==> config.mk <==
export PLATFORM = sky130hd
export DESIGN_NAME = soft_oserdes_gearbox
export DESIGN_NICKNAME = d
export VERILOG_FILES = /design/src/rtl/soft_oserdes_gearbox.sv
export SDC_FILE = /design/constraint.sdc
export NUM_CORES = 1
export LEC_CHECK = 0
export ABC_AREA = 1
export CORE_ASPECT_RATIO = 2
export CORE_MARGIN = 2
export CORE_UTILIZATION = 60
export CTS_CLUSTER_SIZE = 30
export DETAILED_ROUTE_END_ITERATION = 10
export DONT_BUFFER_PORTS = 1
export PLACE_DENSITY = 0.85
export RECOVER_POWER = 50
export SETUP_SLACK_MARGIN = 0.2
export SLEW_MARGIN = 40
export SYNTH_ARGS = -nofsm -noshare
export SYNTH_HDL_FRONTEND = slang
export SYNTH_SLANG_ARGS = --single-unit
==> constraint.sdc <==
create_clock -name clk -period 2.5 [get_ports clk]
set_input_delay 0.375 -clock clk [delete_from_list [all_inputs] [get_ports clk]]
set_output_delay 0.375 -clock clk [all_outputs]
set_load 0.1 [all_outputs]
==> src/rtl/soft_oserdes_gearbox.sv <==
// Multi-lane fabric serializer: skid-buffered word input, LSB-first shift-out, idle fill on underflow.
// Optional macro SOFT_OSERDES_TRAIN_EN adds a train input that loads a 0101... pattern at boundaries.
module soft_oserdes_gearbox #(
    parameter int                    DATA_WIDTH    = 8,
    parameter int                    CHANNELS      = 1,
    parameter logic [DATA_WIDTH-1:0] IDLE_PATTERN  = '0,
    parameter bit                    IDLE_TRISTATE = 1'b1
) (
    input  logic                           clk,
    input  logic                           rst,
    input  logic [CHANNELS*DATA_WIDTH-1:0] in_data,
    input  logic                           in_valid,
    output logic                           in_ready,
`ifdef SOFT_OSERDES_TRAIN_EN
    input  logic                           train,
`endif
    output logic [CHANNELS-1:0]            oq,
    output logic [CHANNELS-1:0]            t_out,
    output logic                           clk_div,
    output logic                           word_strobe,
    output logic [15:0]                    underflow_cnt
);

    localparam int              CW   = $clog2(DATA_WIDTH);
    localparam logic [CW-1:0]   LAST = CW'(DATA_WIDTH - 1);
    localparam logic [CW-1:0]   HALF = CW'(DATA_WIDTH / 2);
    localparam logic [2*DATA_WIDTH-1:0] ALT2 = {DATA_WIDTH{2'b01}};
    localparam logic [DATA_WIDTH-1:0]   ALT  = ALT2[DATA_WIDTH-1:0];

    typedef logic [CHANNELS-1:0][DATA_WIDTH-1:0] lanes_t;

    logic [CW-1:0]                   bit_cnt;
    logic [CW-1:0]                   bit_cnt_next;
    logic                            boundary;
    logic                            buf_full;
    logic [CHANNELS*DATA_WIDTH-1:0]  skid_data;
    lanes_t                          skid_lanes;
    lanes_t                          sr;
    lanes_t                          sr_next;
    logic [CHANNELS-1:0]             t_next;
    logic [CHANNELS-1:0]             oq_next;
    logic                            load_idle;
    logic                            accept;
    logic                            train_load;

`ifdef SOFT_OSERDES_TRAIN_EN
    assign train_load = train;
`else
    assign train_load = 1'b0;
`endif

    assign in_ready   = !buf_full && !rst;
    assign accept     = in_valid && in_ready;
    assign skid_lanes = skid_data;

    // Boundary cycle reloads every lane; training takes priority and leaves the buffer untouched.
    always_comb begin
        boundary     = (bit_cnt == LAST);
        bit_cnt_next = boundary ? '0 : bit_cnt + 1'b1;
        sr_next      = sr;
        t_next       = t_out;
        load_idle    = 1'b0;
        oq_next      = '0;
        if (boundary) begin
            if (train_load) begin
                for (int k = 0; k < CHANNELS; k++) sr_next[k] = ALT;
                t_next = '0;
            end else if (buf_full) begin
                sr_next = skid_lanes;
                t_next  = '0;
            end else begin
                for (int k = 0; k < CHANNELS; k++) sr_next[k] = IDLE_PATTERN;
                t_next    = {CHANNELS{IDLE_TRISTATE}};
                load_idle = 1'b1;
            end
        end else begin
            for (int k = 0; k < CHANNELS; k++) sr_next[k] = sr[k] >> 1;
        end
        for (int k = 0; k < CHANNELS; k++) oq_next[k] = sr_next[k][0];
    end

    always_ff @(posedge clk) begin
        if (rst) begin
            bit_cnt       <= '0;
            buf_full      <= 1'b0;
            skid_data     <= '0;
            sr            <= {CHANNELS{IDLE_PATTERN}};
            t_out         <= '1;
            oq            <= '0;
            clk_div       <= 1'b1;
            word_strobe   <= 1'b0;
            underflow_cnt <= '0;
        end else begin
            bit_cnt     <= bit_cnt_next;
            sr          <= sr_next;
            t_out       <= t_next;
            oq          <= oq_next;
            clk_div     <= (bit_cnt_next < HALF);
            word_strobe <= (bit_cnt_next == LAST);
            // Accept needs an empty buffer and a load needs a full one, so they never collide.
            if (accept) begin
                skid_data <= in_data;
                buf_full  <= 1'b1;
            end else if (boundary && buf_full && !train_load) begin
                buf_full <= 1'b0;
            end
            if (load_idle && underflow_cnt != 16'hFFFF)
                underflow_cnt <= underflow_cnt + 16'd1;
        end
    end

endmodule

==> flow_metrics.py, run 1 <==
metrics = {
    "grt": {
        "grt_pass1_wl_um": 6686,
        "antenna_found_initial": 0,
        "grt_max_degree": 23,
        "overflow": 0,
        "grt_pass1_vias": 1592,
        "track_usage_pct": 25.86,
    },
    "route": {
        "route.detailed.drc": 0,
        "drt_iter0_markers": 34,
        "wirelength_um": 3949,
        "dr_total_vias": 1642,
        "post_drt_via_cell_ratio": 5.314,
        "drtPass1Iterations": 4,
        "antenna_left": 0,
        "routedWlPerCell_um": 12.78,
    },
    "final_layout": {
        "drive_gt1_share_pct": 12.54,
        "layout.nets": 293,
        "post-route-util_pct": 69.79,
        "multi_input_area_sq_um": 888.4,
        "antenna_cells": 0,
        "fill_cells": 265,
        "regArea_sq_um": 780.7,
        "area_growth_syn_to_layout_pct": 14.06,
    },
    "critical_path": {
        "crit_slowest_cell": "clkbuf_1",
        "critPathMaxFanout": 4,
        "crit_chain": "clkbuf_1",
        "required_ps": 2120,
        "cp_top_family": "buffers and inverters",
        "critPathArrivalTime_ps": 1610,
        "critical_path_class": "reg2out",
        "crit_path_end_kind": "output port",
        "cp_num_buf_inv": 1,
        "slowest_delay_ps": 920,
        "critPathLaunchType": "flip-flop",
    },
    "floorplan": {
        "ioPinCount": 32,
        "die_y_um": 81.01,
        "die-width_um": 42.51,
        "start_util_pct": 61.19,
        "core-area_sq_mm": 0.002908,
        "num_rows": 28,
        "die-area_sq_mm": 0.003443,
    },
    "synthesis": {
        "ys_async_sr_fraction_pct": 0,
        "synth_edf_count": 0,
        "ys_seq_area_share_pct": 43.88,
        "synth_ff_type": "dfxtp_1",
        "synth_area_leaders": "dfxtp_1 (44%), nand2_1 (16%), nor2_1 (9.1%), inv_1 (4.6%), a21oi_1 (4.5%)",
        "netlist_area_sq_mm": 0.001779,
        "syn_area_per_cell_sq_um": 6.923,
        "synth_top_area_share_pct": 43.88,
        "ys_types": 22,
        "synth_warnings": 0,
        "synth_top_cell_by_area": "dfxtp_1",
        "ys_seq_elements": 39,
        "syn_nets": 272,
        "synthCells": 257,
    },
    "sta": {
        "setup_tns_ps": 0,
        "final.setup_skew_ps": 4.062,
        "slew_viol_final": 0,
        "rsz0062_at_grt": "no",
        "whs_ps": 143.4,
        "fin_crit_sh_pct": 79.27,
        "worst_pin_slew_ps": 1232,
        "max_slew_margin_pct": 17.87,
        "setup_violations": 0,
        "min_period_ps": 1982,
        "max_freq_mhz": 504.6,
        "worst_slack_ps": 518.4,
        "finalHoldViolCount": 0,
    },
    "clock_tree": {
        "clk_pin_slew_ps": 70,
        "cts_tree": "done",
        "cts.sinks": 39,
        "clk_path_buf_depth": 2,
        "clock_latency_ps": 290,
        "hold_buffers": 0,
        "cts_resized": 0,
        "cts_htree_levels": 2,
        "postCtsSetupRepairBufs": 0,
        "cts_buffers": 5,
        "cts_root_buf": "clkbuf_8",
    },
    "pwr": {
        "vdd_ir_drop_max_mv": 0.8826,
        "leakagePower_nw": 0.8517,
        "finalPower_mw": 1.232,
        "cellPowerDensity_mw_per_mm2": 607.1,
    },
    "placed_design": {
        "place_ws_ps": 813.3,
        "dp_hpwl_um": 3039,
        "gp_congestion": 0.8956,
        "port_buffers": 0,
    },
    "min_path": {
        "hold_path_class": "in2reg",
    },
    "job": {
        "cap_violations": 0,
    },
    "status": {
        "outcome": "finished, final reports clean",
    },
}
==> registers in the layout, indices dropped and copies added (netlist names) <==
signal,flops
word_strobe,1
sr,8
underflow_cnt,16
buf_full,1
t_out,1
clk_div,1
skid_data,8
bit_cnt,3
==> routing by layer <==
metal / part of all wire [%] / vias to the layer above / global-route usage (%)
li1: - / 851 / -
met1: 35 / 719 / 23.27
met2: 56 / 52 / 50.31
met3: 3.1 / 20 / 3.778
met4: 5.0 / 0 / 17.81
met5: 0 / - / 0
==> kinds of logic (layout without fill, tap and decap cells) <==
group / after synthesis / after routing / synth area share, %
compound gates: 23 / 23 / 6.470
simple gates: 159 / 159 / 38.68
flops: 39 / 39 / 43.88
xor+xnor: 4 / 4 / 1.969
fa+ha+maj: 4 / 4 / 2.813
buf+inv: 28 / 50 / 6.188
==> final timing paths <==
path                                        from                 to  slack, ps  cells after the start
worst min register to register             sr[1]              sr[0]        440                      2
worst min-delay path                         rst   underflow_cnt[5]        140                      1
worst max register to register        bit_cnt[0]  underflow_cnt[15]        790                      9
worst max-delay path            underflow_cnt[3]   underflow_cnt[3]        520                      1
==> where the power goes <==
group	switching (mW)	internal [mW]	leakage (nW)
sequential	0.0185	0.639	0.317
combinational	0.0403	0.0150	0.477
clock	0.222	0.297	0.0581
total	0.281	0.951	0.852
==> synth_stat cells (4+ instances only) <==
master and count:
nand2_1 76, nand4_1 5, dfxtp_1 39, xor2_1 4
nor2_2 6, a21oi_1 16, o21ai_0 6, nor3_1 4
nand3_1 16, nor2_1 43, ha_1 4, inv_1 22
==> area by class of cell <==
type                            count  share of cell area [%]
Clock buffer                        5                   3.391
Clock inverter                      3                   2.158
Inverter                           23                   4.254
Multi-Input combinational cell    190                   43.77
Sequential cell                    39                   38.47
Tap cell                           30                   1.850
Timing Repair Buffer               19                   6.104
==> placed cells by master, fill, tap and decap left out, types with 3 or more instances in the layout <==
cell	instances
nor2_1	43
clkbuf_8	5
clkbuf_1	5
nor3_1	4
xor2_1	4
dfxtp_1	39
nor2_2	6
inv_1	22
nand2_2	3
nand2_1	76
nand3_1	16
ha_1	4
o21ai_0	6
buf_4	14
nand4_1	5
a21oi_1	16
==> per-stage QoR <==
stage,cells,area (sq um)
after floorplan,257,1782
after global placement,301,1938
after detailed placement,301,1941
after CTS,309,2053
after global routing,309,2029
final,309,2029
No activity file was read; power rests on OpenSTA's default activity.
==> run 2, diff against run 1 <==
- CORE_UTILIZATION: 60 -> 55
- PLACE_DENSITY: 0.85 -> 0.82
- clock period: 2.5 -> 1.65 ns (I/O delays scaled with it)
==> run 2 against run 1 <==
Clock skew grew 4.7 ps. Final cell count increased by 2.3%. Via count increased by 1.6%. Final area increased by 8.9%. Worst hold slack worse by 130 ps. Combinational power up 100%. First-iteration DRC count grew 2.9%. Worst setup slack lost 290 ps. Global-route usage decreased by 1.2 points. Critical path depth grew 7. Critical endpoint is now underflow_cnt[12]. Highest routed layer unchanged.
==> flow_metrics.py, run 2 (synthesized netlist as in run 1, its figures left out) <==
metrics = {
    "status": {
        "outcome": "finished, final reports clean",
    },
    "route": {
        "wirelength_um": 4184,
        "dr_wl_met3_um": 117,
        "top_layer": "met4",
        "met2_length_um": 2447,
        "wl_met1_um": 1448,
        "drt_iter0_markers": 35,
        "route.detailed.drc": 0,
        "routedWlPerCell_um": 13.24,
        "post_drt_via_cell_ratio": 5.278,
        "drtPass1Iterations": 4,
        "dr_total_vias": 1668,
        "antenna_left": 0,
    },
    "floorplan": {
        "die-width_um": 44.22,
        "ioPinCount": 32,
        "num_rows": 29,
        "start_util_pct": 57.02,
        "die_y_um": 84.44,
        "die-area_sq_mm": 0.003733,
        "core-area_sq_mm": 0.003120,
    },
    "critical_path": {
        "critical_path_class": "reg2reg",
        "rr_worst_depth": 8,
        "critPathLaunchType": "flip-flop",
        "reg2reg_to": "underflow_cnt[12]",
        "r2r-start": "bit_cnt[0]",
        "path_depth": 8,
        "crit_chain": "ha_1 > ha_4 > nand2_8 > nor2_4 > nand2_2 > nor2_2 > o21ai_0 > a21oi_1",
        "cp_num_buf_inv": 0,
        "cp_top_family": "simple AND/OR/NAND/NOR gates",
        "crit_slowest_cell": "dfxtp_1",
        "slowest_delay_ps": 350,
        "r2r_slack_ps": 230,
        "critPathMaxFanout": 7,
        "crit_path_end_kind": "flip-flop",
        "critPathArrivalTime_ps": 1640,
        "required_ps": 1870,
    },
    "final_layout": {
        "final_cell_mix": "nand2_1 (72), nor2_1 (31), dfxtp_1 (22)",
        "drive_gt1_share_pct": 27.72,
        "area_growth_syn_to_layout_pct": 24.26,
        "layout.nets": 299,
        "post-route-util_pct": 70.85,
        "final_common_cell": "nand2_1",
        "regMostFlops": "underflow_cnt",
        "largest_reg_flops": 16,
        "reg_top3": "underflow_cnt: 16 flops, skid_data: 8 flops, sr: 8 flops",
        "antenna_cells": 0,
    },
    "sta": {
        "final.setup_skew_ps": 8.755,
        "worst_pin_slew_ps": 573.9,
        "whs_ps": 11.86,
        "slew_viol_final": 0,
        "max_freq_mhz": 701.9,
        "fin_crit_sh_pct": 86.34,
        "max_slew_margin_pct": 61.74,
        "min_period_ps": 1425,
        "rsz0062_at_grt": "yes",
        "setup_tns_ps": 0,
        "finalHoldViolCount": 0,
        "setup_violations": 0,
    },
    "clock_tree": {
        "cts_tree": "done",
        "clk_path_buf_depth": 2,
        "cts_root_buf": "clkbuf_8",
        "clock_latency_ps": 290,
        "cts_htree_levels": 2,
        "clk_pin_slew_ps": 70,
        "cts_buffers": 5,
        "cts.sinks": 39,
    },
    "min_path": {
        "min_delay_path_depth": 1,
        "min_from": "rst",
        "hold_path_end": "bit_cnt[1]",
        "hold_path_class": "in2reg",
    },
    "pwr": {
        "vdd_ir_drop_max_mv": 0.6972,
        "leakagePower_nw": 0.9007,
        "finalPower_mw": 1.682,
        "cellPowerDensity_mw_per_mm2": 760.8,
    },
    "grt": {
        "overflow": 0,
        "track_usage_pct": 24.70,
        "grt_pass1_wl_um": 6879,
        "antenna_found_initial": 0,
        "grt_pass1_vias": 1683,
        "grt_max_degree": 18,
    },
    "job": {
        "cap_violations": 0,
    },
    "placed_design": {
        "port_buffers": 0,
        "dp_hpwl_um": 3075,
        "gp_congestion": 0.9004,
    },
}
run 2: changes by cell type in the layout (fill, tap and decap cells not counted), moves of 7 or more:
| cell | before | now |
|---|---|---|
| clkbuf_2 | 0 | 16 |
| buf_4 | 14 | 7 |
| dfxtp_4 | 0 | 16 |
| nor2_2 | 6 | 13 |
| nor2_1 | 43 | 31 |
| dfxtp_1 | 39 | 22 |
run 2: worst register-to-register path: cells and delay by family, from the launching register on:
family / cells / cell delay (ps)
AO/OA/AOI/OAI: 2 / 200
flip-flops: 1 / 350
adder cells (fa/ha/maj): 2 / 390
AND/OR/NAND/NOR: 4 / 420
run 2: stage by stage:
step                cells  setup slack [ps]  instance area [sq um]
finish                316             225.3                   2211
global route          316             125.0                   2211
CTS                   314             203.2                   2162
detailed placement    305             14.96                   2047
global placement      305             78.35                   2047
floorplan             257             194.5                   1879
run 2: report_power, final:
group	internal [mW]	switching (mW)	total (mW)	leakage, nW
Clock	0.300	0.309	0.609	0.0395
Sequential	0.943	0.0163	0.959	0.330
Combinational	0.0312	0.0820	0.113	0.531
Total	1.27	0.408	1.68	0.901
run 2: area by class of cell:
cell class	count	area, sq um
multi-input cells	190	1005
fillers	279	909.6
flip-flops and latches	39	842.1
repair buffers	25	153.9
inverters	23	91.34
clock buffers	8	80.08
well taps	31	38.79
run 2: metal layers:
layer | track usage [%] | vias up
li1 | - | 870
met1 | 21.75 | 746
met2 | 47.86 | 36
met3 | 4.516 | 16
met4 | 13.22 | 0
met5 | 0 | -
run 2: repair_timing:
| action | in CTS | in global routing |
|---|---|---|
| hold buffers | 1 | 0 |
| hold endpoints to repair | 1 | 0 |
| resized for setup | 6 | 26 |
| buffers inserted | 0 | 2 |
| setup endpoints to repair | 16 | 16 |
| pin swaps | 0 | 9 |
run 2: worst max-delay path by stage:
stage                     start                end
6_report             bit_cnt[0]  underflow_cnt[12]
2_1_floorplan  underflow_cnt[1]  underflow_cnt[11]
3_3_place_gp         bit_cnt[0]  underflow_cnt[10]
4_1_cts              bit_cnt[0]  underflow_cnt[10]
3_5_place_dp         bit_cnt[0]   underflow_cnt[5]
5_1_grt              bit_cnt[0]  underflow_cnt[10]
==> run 3, diff against run 2 <==
- MAX_ROUTING_LAYER: unset -> met4
- SKIP_LAST_GASP: unset -> 1
==> run 3 against run 2 <==
Final cell count fell by 0.32%. Clock skew barely moved. Clock power rose by 46%. Critical endpoint is now underflow_cnt[9]. Largest power group unchanged.
==> flow_metrics.py, run 3 (synthesized netlist as in run 1, its figures left out) <==
metrics = {
    "critical_path": {
        "r2r_slack_ps": 170,
        "critical_path_class": "reg2reg",
        "cp_top_family": "simple AND/OR/NAND/NOR gates",
        "slowest_delay_ps": 360,
        "reg2reg_to": "underflow_cnt[9]",
        "cp_num_buf_inv": 1,
        "r2r-start": "bit_cnt[0]",
        "critPathMaxFanout": 6,
        "crit_path_end_kind": "flip-flop",
        "critPathArrivalTime_ps": 1670,
        "required_ps": 1840,
        "crit_chain": "ha_1 > ha_4 > nand2_8 > buf_4 > nor3_4 > nand3_1 > nand2_1 > nor2_1",
        "critPathLaunchType": "flip-flop",
        "rr_worst_depth": 8,
        "crit_slowest_cell": "dfxtp_1",
    },
    "sta": {
        "final.setup_skew_ps": 8.983,
        "max_slew_margin_pct": 74.72,
        "slew_viol_final": 0,
        "finalHoldViolCount": 0,
        "setup_violations": 0,
        "fin_crit_sh_pct": 89.87,
        "min_period_ps": 1483,
        "max_freq_mhz": 674.3,
        "setup_tns_ps": 0,
        "rsz0062_at_grt": "yes",
        "worst_pin_slew_ps": 378.8,
    },
    "final_layout": {
        "reg_top3": "underflow_cnt: 16 flops, skid_data: 8 flops, sr: 8 flops",
        "regMostFlops": "underflow_cnt",
        "antenna_cells": 0,
        "final_common_cell": "nand2_1",
        "drive_gt1_share_pct": 27.11,
        "final_cell_mix": "nand2_1 (74), nor2_1 (33), dfxtp_1 (22), buf_4 (22), inv_1 (20)",
        "area_growth_syn_to_layout_pct": 28.97,
        "post-route-util_pct": 73.54,
        "layout.nets": 298,
        "largest_reg_flops": 16,
        "fin_cells": 315,
    },
    "pwr": {
        "leakagePower_nw": 0.9303,
        "cellPowerDensity_mw_per_mm2": 856.3,
        "vdd_ir_drop_max_mv": 1.030,
        "finalPower_mw": 1.965,
    },
    "grt": {
        "grt_max_degree": 18,
        "grt_pass1_vias": 1623,
        "antenna_found_initial": 0,
        "grt_pass1_wl_um": 6941,
        "track_usage_pct": 25.48,
        "overflow": 0,
    },
    "route": {
        "routedWlPerCell_um": 13.75,
        "dr_total_vias": 1683,
        "post_drt_via_cell_ratio": 5.343,
        "drtPass1Iterations": 4,
        "antenna_left": 0,
        "wirelength_um": 4331,
        "route.detailed.drc": 0,
        "drt_iter0_markers": 24,
    },
    "clock_tree": {
        "cts_htree_levels": 2,
        "clk_path_buf_depth": 2,
        "clock_latency_ps": 290,
        "cts_buffers": 5,
        "cts_root_buf": "clkbuf_8",
        "cts_tree": "done",
        "postCtsSetupRepairBufs": 0,
        "clk_pin_slew_ps": 80,
        "cts.sinks": 39,
    },
    "floorplan": {
        "start_util_pct": 57.02,
        "core-area_sq_mm": 0.003120,
        "die-area_sq_mm": 0.003733,
        "ioPinCount": 32,
        "num_rows": 29,
        "die-width_um": 44.22,
        "die_y_um": 84.44,
    },
    "min_path": {
        "hold_path_class": "in2reg",
        "min_delay_path_depth": 1,
        "min_from": "rst",
        "hold_path_end": "underflow_cnt[7]",
    },
    "status": {
        "outcome": "finished, final reports clean",
    },
    "placed_design": {
        "port_buffers": 0,
        "dp_hpwl_um": 3132,
        "gp_congestion": 0.9699,
        "placedCellCount": 306,
    },
    "job": {
        "cap_violations": 0,
    },
}
[run 3: cell types whose count changed in the layout (fill, tap and decap cells not counted), sizes merged]
cell    previous run  this run
clkbuf            24         6
buf                8        23
bufinv             0         1
inv               22        23
[run 3: power by group]
part           internal, mW  leakage [nW]  switching, mW
Clock                 0.543        0.0669          0.347
Combinational        0.0327         0.534         0.0833
Sequential            0.942         0.330         0.0162
[run 3: worst max-delay path by stage]
stage | from | to | slack (ps) | cells past startpoint
global route | bit_cnt[0] | underflow_cnt[14] | 80 | 7
CTS | bit_cnt[1] | underflow_cnt[10] | 210 | 9
floorplan | underflow_cnt[1] | underflow_cnt[11] | 190 | 8
detailed placement | bit_cnt[0] | underflow_cnt[10] | 20 | 9
global placement | bit_cnt[0] | underflow_cnt[10] | 100 | 9
finish | bit_cnt[0] | underflow_cnt[9] | 170 | 8
[run 3: what timing repair did]
action	CTS	global route
gates resized for setup	9	22
hold buffers	0	1
pin swaps	0	2
endpoints found under the setup margin	16	15
endpoints found under the hold margin	0	2
[run 3: metal layers]
layer	share of wire (%)	track usage, %	vias up
met3	2.5	4.516	12
met1	35	23.64	771
met4	2.9	11.57	0
met5	0	-	-
li1	-	-	862
met2	60	47.06	38
[run 3: stage by stage]
stage / cell area (sq um) / hold WS [ps] / setup slack, ps
detailed placement: 2054 / 312.8 / 21.25
CTS: 2216 / 1.225 / 206.6
global route: 2295 / 0.4708 / 77.08
finish: 2295 / 4.308 / 167.1
floorplan: 1879 / 358.0 / 194.5
global placement: 2054 / 312.2 / 95.12
[run 3: worst register-to-register path, cell delays in order (launching register included)]
cell     delay [ps]
dfxtp_1         360
ha_1            210
ha_4            200
nand2_8          90
buf_4           170
nor3_4          180
nand3_1          80
nand2_1          60
nor2_1           40
[run 3: area by class of cell]
type                            count  area (sq um)
Fill cell                         252         825.8
Tap cell                           31         38.79
Inverter                           23         91.34
Sequential cell                    39         842.1
Timing Repair Buffer               24         186.4
Clock buffer                        6         93.84
Clock inverter                      2         36.28
Multi-Input combinational cell    190          1006
